[src/rtl/ibex_dmem_responder.sv]
// Ibex data-bus responder for the 256x32 dmem macro (active-low CEN/WEN, 1-cycle read).
// Partial writes are done as read-modify-write since the macro has only a word-wide WEN.
module ibex_dmem_responder #(
  parameter logic [31:0] BASE_ADDR = 32'h0000_0000
) (
  input  logic        clk_i,
  input  logic        rst_ni,
  input  logic        data_req_i,
  output logic        data_gnt_o,
  output logic        data_rvalid_o,
  input  logic        data_we_i,
  input  logic [3:0]  data_be_i,
  input  logic [31:0] data_addr_i,
  input  logic [31:0] data_wdata_i,
  output logic [31:0] data_rdata_o,
  output logic        data_err_o,
  output logic        mem_cen_o,
  output logic        mem_wen_o,
  output logic [7:0]  mem_addr_o,
  output logic [31:0] mem_wdata_o,
  input  logic [31:0] mem_rdata_i
);

  // Handshake: a request is accepted in the cycle data_req_i && data_gnt_o; exactly one
  // data_rvalid_o follows, and no new grant is issued until that response has been given.
  typedef enum logic [1:0] {IDLE, RD, RMW, RESP} state_e;

  state_e      state_q, state_d;
  logic        err_q, err_d;
  logic [7:0]  addr_q, addr_d;
  logic [3:0]  be_q, be_d;
  logic [31:0] wdata_q, wdata_d;
  logic        in_range;
  logic [31:0] merged;
  logic        unused_addr_lsb;

  assign in_range        = (data_addr_i[31:10] == BASE_ADDR[31:10]);
  assign unused_addr_lsb = ^data_addr_i[1:0];

  always_comb begin
    merged = mem_rdata_i;
    for (int b = 0; b < 4; b++) begin
      if (be_q[b]) merged[8*b +: 8] = wdata_q[8*b +: 8];
    end
  end

  always_ff @(posedge clk_i or negedge rst_ni) begin
    if (!rst_ni) begin
      state_q <= IDLE;
      err_q   <= 1'b0;
      addr_q  <= 8'h00;
      be_q    <= 4'h0;
      wdata_q <= 32'h0;
    end else begin
      state_q <= state_d;
      err_q   <= err_d;
      addr_q  <= addr_d;
      be_q    <= be_d;
      wdata_q <= wdata_d;
    end
  end

  // Everything is gated by rst_ni so outputs drop to reset values the moment reset asserts,
  // including a pending RMW macro write.
  always_comb begin
    state_d       = state_q;
    err_d         = err_q;
    addr_d        = addr_q;
    be_d          = be_q;
    wdata_d       = wdata_q;
    data_gnt_o    = 1'b0;
    data_rvalid_o = 1'b0;
    data_rdata_o  = 32'h0;
    data_err_o    = 1'b0;
    mem_cen_o     = 1'b1;
    mem_wen_o     = 1'b1;
    mem_addr_o    = 8'h00;
    mem_wdata_o   = 32'h0;
    if (rst_ni) begin
      unique case (state_q)
        IDLE: begin
          if (data_req_i) begin
            data_gnt_o = 1'b1;
            err_d      = 1'b0;
            state_d    = RESP;
            if (!in_range) begin
              err_d = 1'b1;
            end else if (!data_we_i) begin
              mem_cen_o  = 1'b0;
              mem_addr_o = data_addr_i[9:2];
              state_d    = RD;
            end else if (data_be_i == 4'hF) begin
              mem_cen_o   = 1'b0;
              mem_wen_o   = 1'b0;
              mem_addr_o  = data_addr_i[9:2];
              mem_wdata_o = data_wdata_i;
            end else if (data_be_i != 4'h0) begin
              mem_cen_o  = 1'b0;
              mem_addr_o = data_addr_i[9:2];
              addr_d     = data_addr_i[9:2];
              be_d       = data_be_i;
              wdata_d    = data_wdata_i;
              state_d    = RMW;
            end
          end
        end
        RD: begin
          data_rvalid_o = 1'b1;
          data_rdata_o  = mem_rdata_i;
          state_d       = IDLE;
        end
        RMW: begin
          mem_cen_o   = 1'b0;
          mem_wen_o   = 1'b0;
          mem_addr_o  = addr_q;
          mem_wdata_o = merged;
          state_d     = RESP;
        end
        RESP: begin
          data_rvalid_o = 1'b1;
          data_err_o    = err_q;
          state_d       = IDLE;
        end
        default: state_d = IDLE;
      endcase
    end
  end

endmodule

[config.mk]
export PLATFORM = sky130hd
export DESIGN_NAME = ibex_dmem_responder
export DESIGN_NICKNAME = d
export VERILOG_FILES = /design/src/rtl/ibex_dmem_responder.sv
export SDC_FILE = /design/constraint.sdc
export NUM_CORES = 1
export LEC_CHECK = 0
export CORE_ASPECT_RATIO = 1.25
export CORE_MARGIN = 4
export CORE_UTILIZATION = 34
export CTS_BUF_LIST = sky130_fd_sc_hd__clkbuf_8
export CTS_CLUSTER_DIAMETER = 100
export DETAILED_ROUTE_END_ITERATION = 6
export GPL_ROUTABILITY_DRIVEN = 0
export GPL_TIMING_DRIVEN = 1
export MAX_ROUTING_LAYER = met4
export PLACE_DENSITY_LB_ADDON = 0.25
export SKIP_CTS_REPAIR_TIMING = 1
export SLEW_MARGIN = 20
export SYNTH_ARGS = -nofsm -noshare
export SYNTH_HDL_FRONTEND = slang
export SYNTH_SLANG_ARGS = --single-unit
export TNS_END_PERCENT = 20
[constraint.sdc]
create_clock -name clk_i -period 2.7 [get_ports clk_i]
set_clock_uncertainty 0.05 [all_clocks]
set_input_delay 0.54 -clock clk_i [delete_from_list [all_inputs] [get_ports clk_i]]
set_output_delay 0.54 -clock clk_i [all_outputs]
set_load 0.03 [all_outputs]
Word level (Yosys, flattened, before mapping)
Index checks and enable logic that the tools add are counted.

Flip-flop bits (word level): 47. Bits in writable memories: 0. Latch bits: 0. ROM bits: 0. Memories: 0. Output and inout port bits: 77.

Equal/unequal tests: 5. Shifts and indexed selects: 0. Reductions and logical operators: 7. $lt $le $gt $ge: 0. Mux-type cells: 46. Add/sub/neg operators: 0. Bitwise operators: 1. Div/mod/pow operators: 0. $mul: 0.

Operators by type and width (number): $mux 32 (7); $mux 8 (10); $pmux 32 s2 (1); $logic_not 22->1 (1); $mux 1 (21); $pmux 8 s2 (1); $reduce_and 7->1 (1); $mux 2 (3); $pmux 2 s3 (1); $eq 2x2->1 const B (2); $eq 4x4->1 const B (1); $pmux 1 s2 (2); $reduce_bool 4->1 (1); $reduce_and 3->1 (1); $eq 2x1->1 const B (1); $logic_not 2->1 (1); $ne 2x2->1 const B (1); $reduce_and 2->1 (1); $reduce_or 2->1 (1); $not 1->1 (1).

Longest topological paths before layout
Gate-level depths: netlist (run 1).

Word-level depth: 8. Mapped depth: 6. Gate-level depth less buffers: 4.

Least setup slack after synthesis (run 1)
Ideal clock, no wire load.

Kind: input port to output port. Start: in data_addr_i[31]. End: out mem_addr_o[0]. Required time: 2110 ps. Cell stages on the path: 4. Arrival: 2313 ps. Setup slack: -203 ps. Cell sequence: nor4_1 > nand4_1 > nor4_1 > a22o_1.

Longest elaborated chain between the ends: 5.

RTL lines: start: declaration (line 13) `input logic [31:0] data_addr_i,`; $logic_not 22->1 (line 37) `assign in_range = (data_addr_i[31:10] == BASE_ADDR[31:10]);`; $mux 8 (line 86) `if (!in_range) begin`; $mux 8 (line 82) `if (data_req_i) begin`; $pmux 8 s2 (line 80) `unique case (state_q)`; $mux 8 (line 79) `if (rst_ni) begin`; end: declaration (line 19) `output logic [7:0] mem_addr_o,`.

Every way passes these cells.

Worst setup path in the final report (run 1)
Start: in data_addr_i[30]. End: out mem_wdata_o[9].

Longest elaborated chain between the ends: 5.

RTL lines: $logic_not 22->1 (line 37); $mux 32 (line 86); $mux 32 (line 82); $pmux 32 s2 (line 80); $mux 32 (line 79); end: declaration (line 20) `output logic [31:0] mem_wdata_o,`.

Every way passes these cells.

==> impl_metrics.prom, run 1 <==
# TYPE chip_impl_metric gauge
chip_impl_info{name="outcome",value="finished with violations"} 1
chip_impl_info{name="failing_checks",value="setup timing"} 1
chip_impl_metric{name="clk_path_buf_depth",unit=""} 2
chip_impl_metric{name="max-cap-violations",unit=""} 0
chip_impl_metric{name="ys_ff_latch",unit=""} 47
chip_impl_metric{name="hold_viol_final",unit=""} 0
chip_impl_metric{name="post-route-worst-setup-slack",unit="ps"} -79.9
chip_impl_metric{name="least_margin_pin_slew",unit="ps"} 544
chip_impl_metric{name="antenna_found_initial",unit=""} 0
chip_impl_metric{name="starting_density",unit="%"} 34.8
chip_impl_metric{name="num_rows",unit=""} 37
chip_impl_metric{name="postRouteWirelength",unit="mm"} 9.93
chip_impl_info{name="crit_top_cell",value="sky130_fd_sc_hd__buf_6"} 1
chip_impl_metric{name="maximum_operating_frequency",unit="MHz"} 360
chip_impl_metric{name="critPathMaxStageDelay",unit="ps"} 300
chip_impl_info{name="worst_path_max_delay_cell",value="sky130_fd_sc_hd__nor4_1"} 1
chip_impl_metric{name="grt_usage",unit="%"} 17.9
chip_impl_metric{name="design.portCount",unit=""} 181
chip_impl_info{name="hold_path_class",value="in -> async"} 1
chip_impl_metric{name="cts_inserted_buffers",unit=""} 5
chip_impl_metric{name="synth_area",unit="mm²"} 0.00287
chip_impl_metric{name="viasPerCell",unit=""} 5.18
chip_impl_info{name="timing.rr.start",value="state_q[1]"} 1
chip_impl_info{name="grt_setup_unrepaired",value="true"} 1
chip_impl_metric{name="setup.reg_to_reg.worst_slack",unit="ps"} 530
chip_impl_metric{name="grt_residual_overflow",unit=""} 0
chip_impl_metric{name="detailed_place_hpwl",unit="mm"} 6.80
chip_impl_metric{name="maximum_number_of_pins_on_one_net_before_global_route_repair",unit=""} 42
chip_impl_metric{name="port_buffers",unit=""} 178
chip_impl_metric{name="synth_seq_area_share",unit="%"} 41.0
chip_impl_metric{name="drc_errors",unit=""} 0
chip_impl_info{name="tritoncts",value="done"} 1
chip_impl_metric{name="critical_path.n_buffers_inverters",unit=""} 5
chip_impl_metric{name="clk_latency",unit="ps"} 290
chip_impl_info{name="cp-end-kind",value="output port"} 1
chip_impl_metric{name="holdWs",unit="ps"} 115
chip_impl_info{name="critical_path.startpoint_type",value="input pin"} 1
chip_impl_metric{name="fin_crit",unit="ps"} 2780
chip_impl_metric{name="slew_viol_final",unit=""} 0
chip_impl_metric{name="final.period_utilization",unit="%"} 103
chip_impl_metric{name="syn_nets",unit=""} 358
chip_impl_metric{name="syn_inst",unit=""} 254
chip_impl_metric{name="cts-htree-levels",unit=""} 2
chip_impl_metric{name="drt_pre_antenna_iters",unit=""} 4
chip_impl_metric{name="placement.cell_area",unit="mm²"} 0.00466
chip_impl_metric{name="wl_per_cell",unit="µm"} 18.1
chip_impl_metric{name="core",unit="mm²"} 0.00824
chip_impl_metric{name="grt_first_pass_wirelength",unit="mm"} 14.4
chip_impl_metric{name="timing.critical_path.fanout_max",unit=""} 8
chip_impl_metric{name="fp.dieH",unit="µm"} 111
chip_impl_info{name="ctsRootBufferMaster",value="sky130_fd_sc_hd__clkbuf_8"} 1
chip_impl_metric{name="post-place-ws",unit="ps"} -398
chip_impl_metric{name="max-slew-margin-rel",unit="%"} 63.8
chip_impl_metric{name="post_synth.cell_area_avg",unit="µm²"} 11.3
chip_impl_metric{name="yosysWarningCount",unit=""} 0
chip_impl_metric{name="clkTransAtPathRegs",unit="ps"} 90
chip_impl_metric{name="finalInstanceArea",unit="mm²"} 0.00539
chip_impl_metric{name="clock_sinks",unit=""} 47
chip_impl_metric{name="via_count",unit=""} 2833
chip_impl_metric{name="vdd.ir_drop.worst",unit="V"} 0.000217
chip_impl_metric{name="final_antenna_net_count",unit=""} 0
chip_impl_metric{name="floorplan.die.width",unit="µm"} 90.1
chip_impl_metric{name="worst_reg_to_reg_cells",unit=""} 5
chip_impl_metric{name="critical_path_required",unit="ps"} 2110
chip_impl_metric{name="synth.lib_cells_used.distinct",unit=""} 26
chip_impl_metric{name="first_global_vias",unit=""} 2854
chip_impl_metric{name="detail_route.iter0.violations",unit=""} 42
chip_impl_info{name="crit-reg2reg-capture",value="wdata_q[8]"} 1
chip_impl_metric{name="critPathArrivalTime",unit="ps"} 2190
chip_impl_metric{name="num-nets-final",unit=""} 553
chip_impl_metric{name="p_leak",unit="nW"} 2.54
chip_impl_metric{name="power_density",unit="mW/mm²"} 399
chip_impl_metric{name="layout-area-overhead-vs-synth",unit="%"} 88.0
chip_impl_metric{name="n_antenna_cell",unit=""} 0
chip_impl_info{name="critical_path_class",value="in -> out"} 1
chip_impl_info{name="series_of_cell_instances_along_the_critical_path",value="dlymetal6s2s_1 -> nor4_1 -> nand4_1 -> buf_4 -> nor4_4 -> buf_6 -> buf_12 -> o2bb2ai_2 -> buf_6"} 1
chip_impl_metric{name="setup_viol",unit=""} 34
chip_impl_metric{name="floorplan.die_area",unit="mm²"} 0.00997
chip_impl_metric{name="drive_gt1_share",unit="%"} 44.0
chip_impl_info{name="cp_top_family",value="buffers and inverters"} 1
cells in the mapped netlist (all sizes together):
cell type	count	area, µm²
a21oi	2	10.0
a22o	8	70.1
and2	35	219
and3	1	6.26
buf	12	63.8
clkbuf	7	26.3
dfrtp	47	1180
inv	2	7.51
mux2	44	495
mux2i	32	320
nand2	4	15.0
nand2b	2	12.5
nand3	2	10.0
nand4	2	12.5
nor2	3	11.3
nor2b	2	12.5
nor3	2	10.0
nor4	11	83.8
o21ai	2	10.0
o2bb2ai	32	280
o31ai	1	7.51
or3	1	6.26
where the power goes:
part | internal (mW) | switching, mW
Combinational | 0.418 | 0.527
Sequential | 0.723 | 0.0160
Clock | 0.230 | 0.237
Total | 1.37 | 0.780
metal layers:
layer | vias to the layer above | track usage [%] | share of wire [%] | wire, µm
met1 | 1394 | 20.7 | 40 | 3940
met5 | - | - | 0 | 0
met2 | 90 | 31.9 | 55 | 5450
li1 | 1342 | - | - | -
met3 | 7 | 3.80 | 4.7 | 462
met4 | 0 | 3.58 | 0.75 | 74
registers in the layout, indices dropped and copies added, names as in the netlist:
signal / flops
wdata_q: 32
err_q: 1
be_q: 4
state_q: 2
addr_q: 8
kinds of logic after synthesis:
logic type             share of synthesized area (%)
multiplexers                                    28.5
AND/OR/NAND/NOR                                 13.9
AO/OA/AOI/OAI                                   13.2
flip-flops                                      41.0
buffers and inverters                           3.40
placed cells by master, fill, tap and decap left out, types with 3 or more instances in the layout:
| cell type | count |
|---|---|
| sky130_fd_sc_hd__mux2_2 | 42 |
| sky130_fd_sc_hd__nor4_2 | 5 |
| sky130_fd_sc_hd__buf_4 | 72 |
| sky130_fd_sc_hd__o2bb2ai_2 | 14 |
| sky130_fd_sc_hd__nand2_1 | 4 |
| sky130_fd_sc_hd__dlymetal6s2s_1 | 22 |
| sky130_fd_sc_hd__inv_1 | 3 |
| sky130_fd_sc_hd__o2bb2ai_1 | 7 |
| sky130_fd_sc_hd__dfrtp_1 | 46 |
| sky130_fd_sc_hd__mux2i_1 | 32 |
| sky130_fd_sc_hd__clkdlybuf4s50_1 | 73 |
| sky130_fd_sc_hd__and2_1 | 35 |
| sky130_fd_sc_hd__buf_12 | 5 |
| sky130_fd_sc_hd__clkbuf_8 | 7 |
| sky130_fd_sc_hd__clkbuf_2 | 5 |
| sky130_fd_sc_hd__o2bb2ai_4 | 11 |
| sky130_fd_sc_hd__nor4_1 | 4 |
| sky130_fd_sc_hd__buf_6 | 27 |
| sky130_fd_sc_hd__a22o_1 | 8 |
cell type report:
class | instances | area, µm²
multi-input combinational | 186 | 1960
clock inverter | 1 | 3.75
fill | 685 | 2850
inverter | 2 | 7.51
sequential | 47 | 1180
clock buffer | 7 | 96.3
timing repair buffer | 207 | 2020
tap | 97 | 121
how the worst max path moves through the flow:
stage               cells past startpoint             from              end  slack [ps]
floorplan                               5  data_addr_i[31]  mem_wdata_o[10]        -160
finish                                  9  data_addr_i[30]   mem_wdata_o[9]         -80
CTS                                     7  data_addr_i[10]  mem_wdata_o[30]        -410
global placement                        7  data_addr_i[10]  mem_wdata_o[30]        -390
global route                            9  data_addr_i[30]   mem_wdata_o[3]        -170
detailed placement                      7  data_addr_i[10]  mem_wdata_o[30]        -400
stage by stage:
stage	util (%)	power (mW)	setup TNS [ps]	instances
5_1_grt	65.4	2.26	-4970	547
2_1_floorplan	-	1.15	-4660	254
4_1_cts	57.8	2.06	-14680	537
6_report	65.4	2.15	-1480	547
3_3_place_gp	56.6	1.57	-20900	529
3_5_place_dp	56.6	1.57	-20870	529
Note: power is estimated with default switching activity, not from simulation.
==> run 2: changes to the inputs <==
CELL_PAD_IN_SITES_DETAIL_PLACEMENT = 0   (was not set)
CELL_PAD_IN_SITES_GLOBAL_PLACEMENT = 1   (was not set)
CORE_ASPECT_RATIO = not set   (was 1.25)
CORE_UTILIZATION = 25   (was 34)
==> impl_metrics.prom, run 2 (same netlist as run 1, synthesis figures left out) <==
# TYPE chip_impl_metric gauge
chip_impl_metric{name="area_occupied_by_multi_input_gates",unit="mm²"} 0.00190
chip_impl_metric{name="detailed_place_hpwl",unit="mm"} 7.22
chip_impl_metric{name="max-slew-margin-rel",unit="%"} 66.2
chip_impl_metric{name="via_count",unit=""} 2794
chip_impl_metric{name="critPathMaxStageDelay",unit="ps"} 460
chip_impl_metric{name="setup.reg_to_reg.worst_slack",unit="ps"} 430
chip_impl_info{name="final_common_cell",value="sky130_fd_sc_hd__clkdlybuf4s50_1"} 1
chip_impl_info{name="series_of_cell_instances_along_the_critical_path",value="clkdlybuf4s50_1 -> nor2_4 -> nand3_4 -> nor4_4 -> buf_6 -> clkbuf_16 -> o2bb2ai_4 -> buf_6"} 1
chip_impl_metric{name="least_margin_pin_slew",unit="ps"} 508
chip_impl_metric{name="critPathArrivalTime",unit="ps"} 2230
chip_impl_metric{name="fin_crit",unit="ps"} 2820
chip_impl_metric{name="clock_sinks",unit=""} 47
chip_impl_metric{name="wl_per_cell",unit="µm"} 17.5
chip_impl_info{name="crit_top_cell",value="sky130_fd_sc_hd__buf_6"} 1
chip_impl_metric{name="cts-htree-levels",unit=""} 2
chip_impl_info{name="worst_path_max_delay_cell",value="sky130_fd_sc_hd__clkdlybuf4s50_1"} 1
chip_impl_info{name="cp-end-kind",value="output port"} 1
chip_impl_metric{name="layout.filler_cells",unit=""} 1016
chip_impl_metric{name="max-cap-violations",unit=""} 0
chip_impl_metric{name="postRouteWirelength",unit="mm"} 10.3
chip_impl_metric{name="vdd.ir_drop.worst",unit="V"} 0.000279
chip_impl_metric{name="post-route-worst-setup-slack",unit="ps"} -118
chip_impl_info{name="critical_path_class",value="in -> out"} 1
chip_impl_metric{name="critical_path_required",unit="ps"} 2110
chip_impl_metric{name="p_leak",unit="nW"} 2.45
chip_impl_metric{name="grt_usage",unit="%"} 14.5
chip_impl_info{name="failing_checks",value="setup timing"} 1
chip_impl_metric{name="core",unit="mm²"} 0.0110
chip_impl_info{name="crit-reg2reg-capture",value="wdata_q[3]"} 1
chip_impl_metric{name="final.period_utilization",unit="%"} 104
chip_impl_metric{name="drive_gt1_share",unit="%"} 45.3
chip_impl_metric{name="setup_viol",unit=""} 30
chip_impl_metric{name="viasPerCell",unit=""} 4.74
chip_impl_metric{name="maximum_number_of_pins_on_one_net_before_global_route_repair",unit=""} 37
chip_impl_metric{name="layout-area-overhead-vs-synth",unit="%"} 87.6
chip_impl_metric{name="design.portCount",unit=""} 181
chip_impl_metric{name="floorplan.die_area",unit="mm²"} 0.0132
chip_impl_info{name="grt_setup_unrepaired",value="true"} 1
chip_impl_metric{name="first_global_vias",unit=""} 2843
chip_impl_info{name="critical_path.startpoint_type",value="input pin"} 1
chip_impl_metric{name="drc_errors",unit=""} 0
chip_impl_info{name="ctsRootBufferMaster",value="sky130_fd_sc_hd__clkbuf_8"} 1
chip_impl_info{name="final_cell_mix",value="sky130_fd_sc_hd__clkdlybuf4s50_1, sky130_fd_sc_hd__buf_4, sky130_fd_sc_hd__dfrtp_1, sky130_fd_sc_hd__mux2_2, sky130_fd_sc_hd__buf_6"} 1
chip_impl_info{name="tritoncts",value="done"} 1
chip_impl_metric{name="cts_inserted_buffers",unit=""} 5
chip_impl_metric{name="port_buffers",unit=""} 178
chip_impl_metric{name="clk_latency",unit="ps"} 300
chip_impl_info{name="outcome",value="finished with violations"} 1
chip_impl_metric{name="clkTransAtPathRegs",unit="ps"} 90
chip_impl_metric{name="slew_viol_final",unit=""} 0
chip_impl_metric{name="holdWs",unit="ps"} 156
chip_impl_metric{name="largest_reg_flops",unit=""} 32
chip_impl_metric{name="starting_density",unit="%"} 26.0
chip_impl_metric{name="clk_path_buf_depth",unit=""} 2
chip_impl_metric{name="detail_route.iter0.violations",unit=""} 97
chip_impl_metric{name="register_area",unit="mm²"} 0.00118
chip_impl_metric{name="num-nets-final",unit=""} 552
chip_impl_metric{name="antenna_found_initial",unit=""} 1
chip_impl_metric{name="final_antenna_net_count",unit=""} 0
chip_impl_metric{name="grt_first_pass_wirelength",unit="mm"} 14.8
chip_impl_metric{name="setup_tns",unit="ps"} -2450
chip_impl_info{name="hold_path_class",value="in -> async"} 1
chip_impl_metric{name="post_route_utilization",unit="%"} 48.8
chip_impl_metric{name="maximum_operating_frequency",unit="MHz"} 355
chip_impl_metric{name="worst_reg_to_reg_cells",unit=""} 5
chip_impl_metric{name="num_rows",unit=""} 38
chip_impl_metric{name="power_density",unit="mW/mm²"} 384
chip_impl_info{name="top_reg_by_flops",value="wdata_q"} 1
chip_impl_info{name="layout_top_registers",value="wdata_q: 32 flops, addr_q: 8 flops, be_q: 4 flops"} 1
chip_impl_metric{name="floorplan.die.width",unit="µm"} 115
chip_impl_metric{name="fp.dieH",unit="µm"} 115
chip_impl_metric{name="grt_residual_overflow",unit=""} 0
chip_impl_metric{name="post-place-ws",unit="ps"} -390
chip_impl_metric{name="hold_viol_final",unit=""} 0
chip_impl_info{name="timing.rr.start",value="state_q[1]"} 1
chip_impl_metric{name="timing.critical_path.fanout_max",unit=""} 4
chip_impl_metric{name="drt_pre_antenna_iters",unit=""} 4
## run 2: how the worst max path moves through the flow
stage	endpoint	cells past startpoint	slack, ps	from
2_1_floorplan	mem_wdata_o[10]	5	-160	data_addr_i[31]
3_3_place_gp	mem_wdata_o[11]	7	-420	data_addr_i[10]
3_5_place_dp	mem_wdata_o[9]	7	-390	data_addr_i[10]
4_1_cts	mem_wdata_o[9]	7	-400	data_addr_i[10]
5_1_grt	mem_wdata_o[9]	8	-150	data_addr_i[27]
6_report	mem_wdata_o[9]	8	-120	data_addr_i[27]
## run 2: cell type report
type                    count  area share, %
well taps                 140           3.26
diodes                      1         0.0465
clock buffers               5           1.28
inverters                   2          0.140
repair buffers            206           37.9
multi-input cells         186           35.3
clock inverters             2          0.256
flip-flops and latches     47           21.9
## run 2: power breakdown
part           internal (mW)  total, mW  switching (mW)
clock                  0.178      0.425           0.247
combinational          0.394      0.896           0.502
sequential             0.722      0.746          0.0239
## run 2: worst max-delay path, delay by kind of cell
kind / cells / cell delay (ps)
AO/OA/AOI/OAI: 1 / 110
AND/OR/NAND/NOR: 3 / 610
buffers and inverters: 4 / 960
## run 2: layer usage
| metal | track usage [%] | vias up | share of wire, % |
|---|---|---|---|
| met3 | 2.79 | 4 | 6.3 |
| met2 | 24.8 | 108 | 50 |
| met1 | 18.1 | 1338 | 43 |
| met4 | 2.11 | 0 | 0.30 |
| li1 | - | 1344 | - |
| met5 | - | - | 0 |
## run 2: stage by stage
step                      instance area (µm²)  power (mW)  cells
after floorplan                          2870        1.15    254
after global placement                   4730        1.59    573
after detailed placement                 4730        1.59    573
after CTS                                4810        2.03    580
after global routing                     5380        2.18    589
final                                    5380        2.07    589
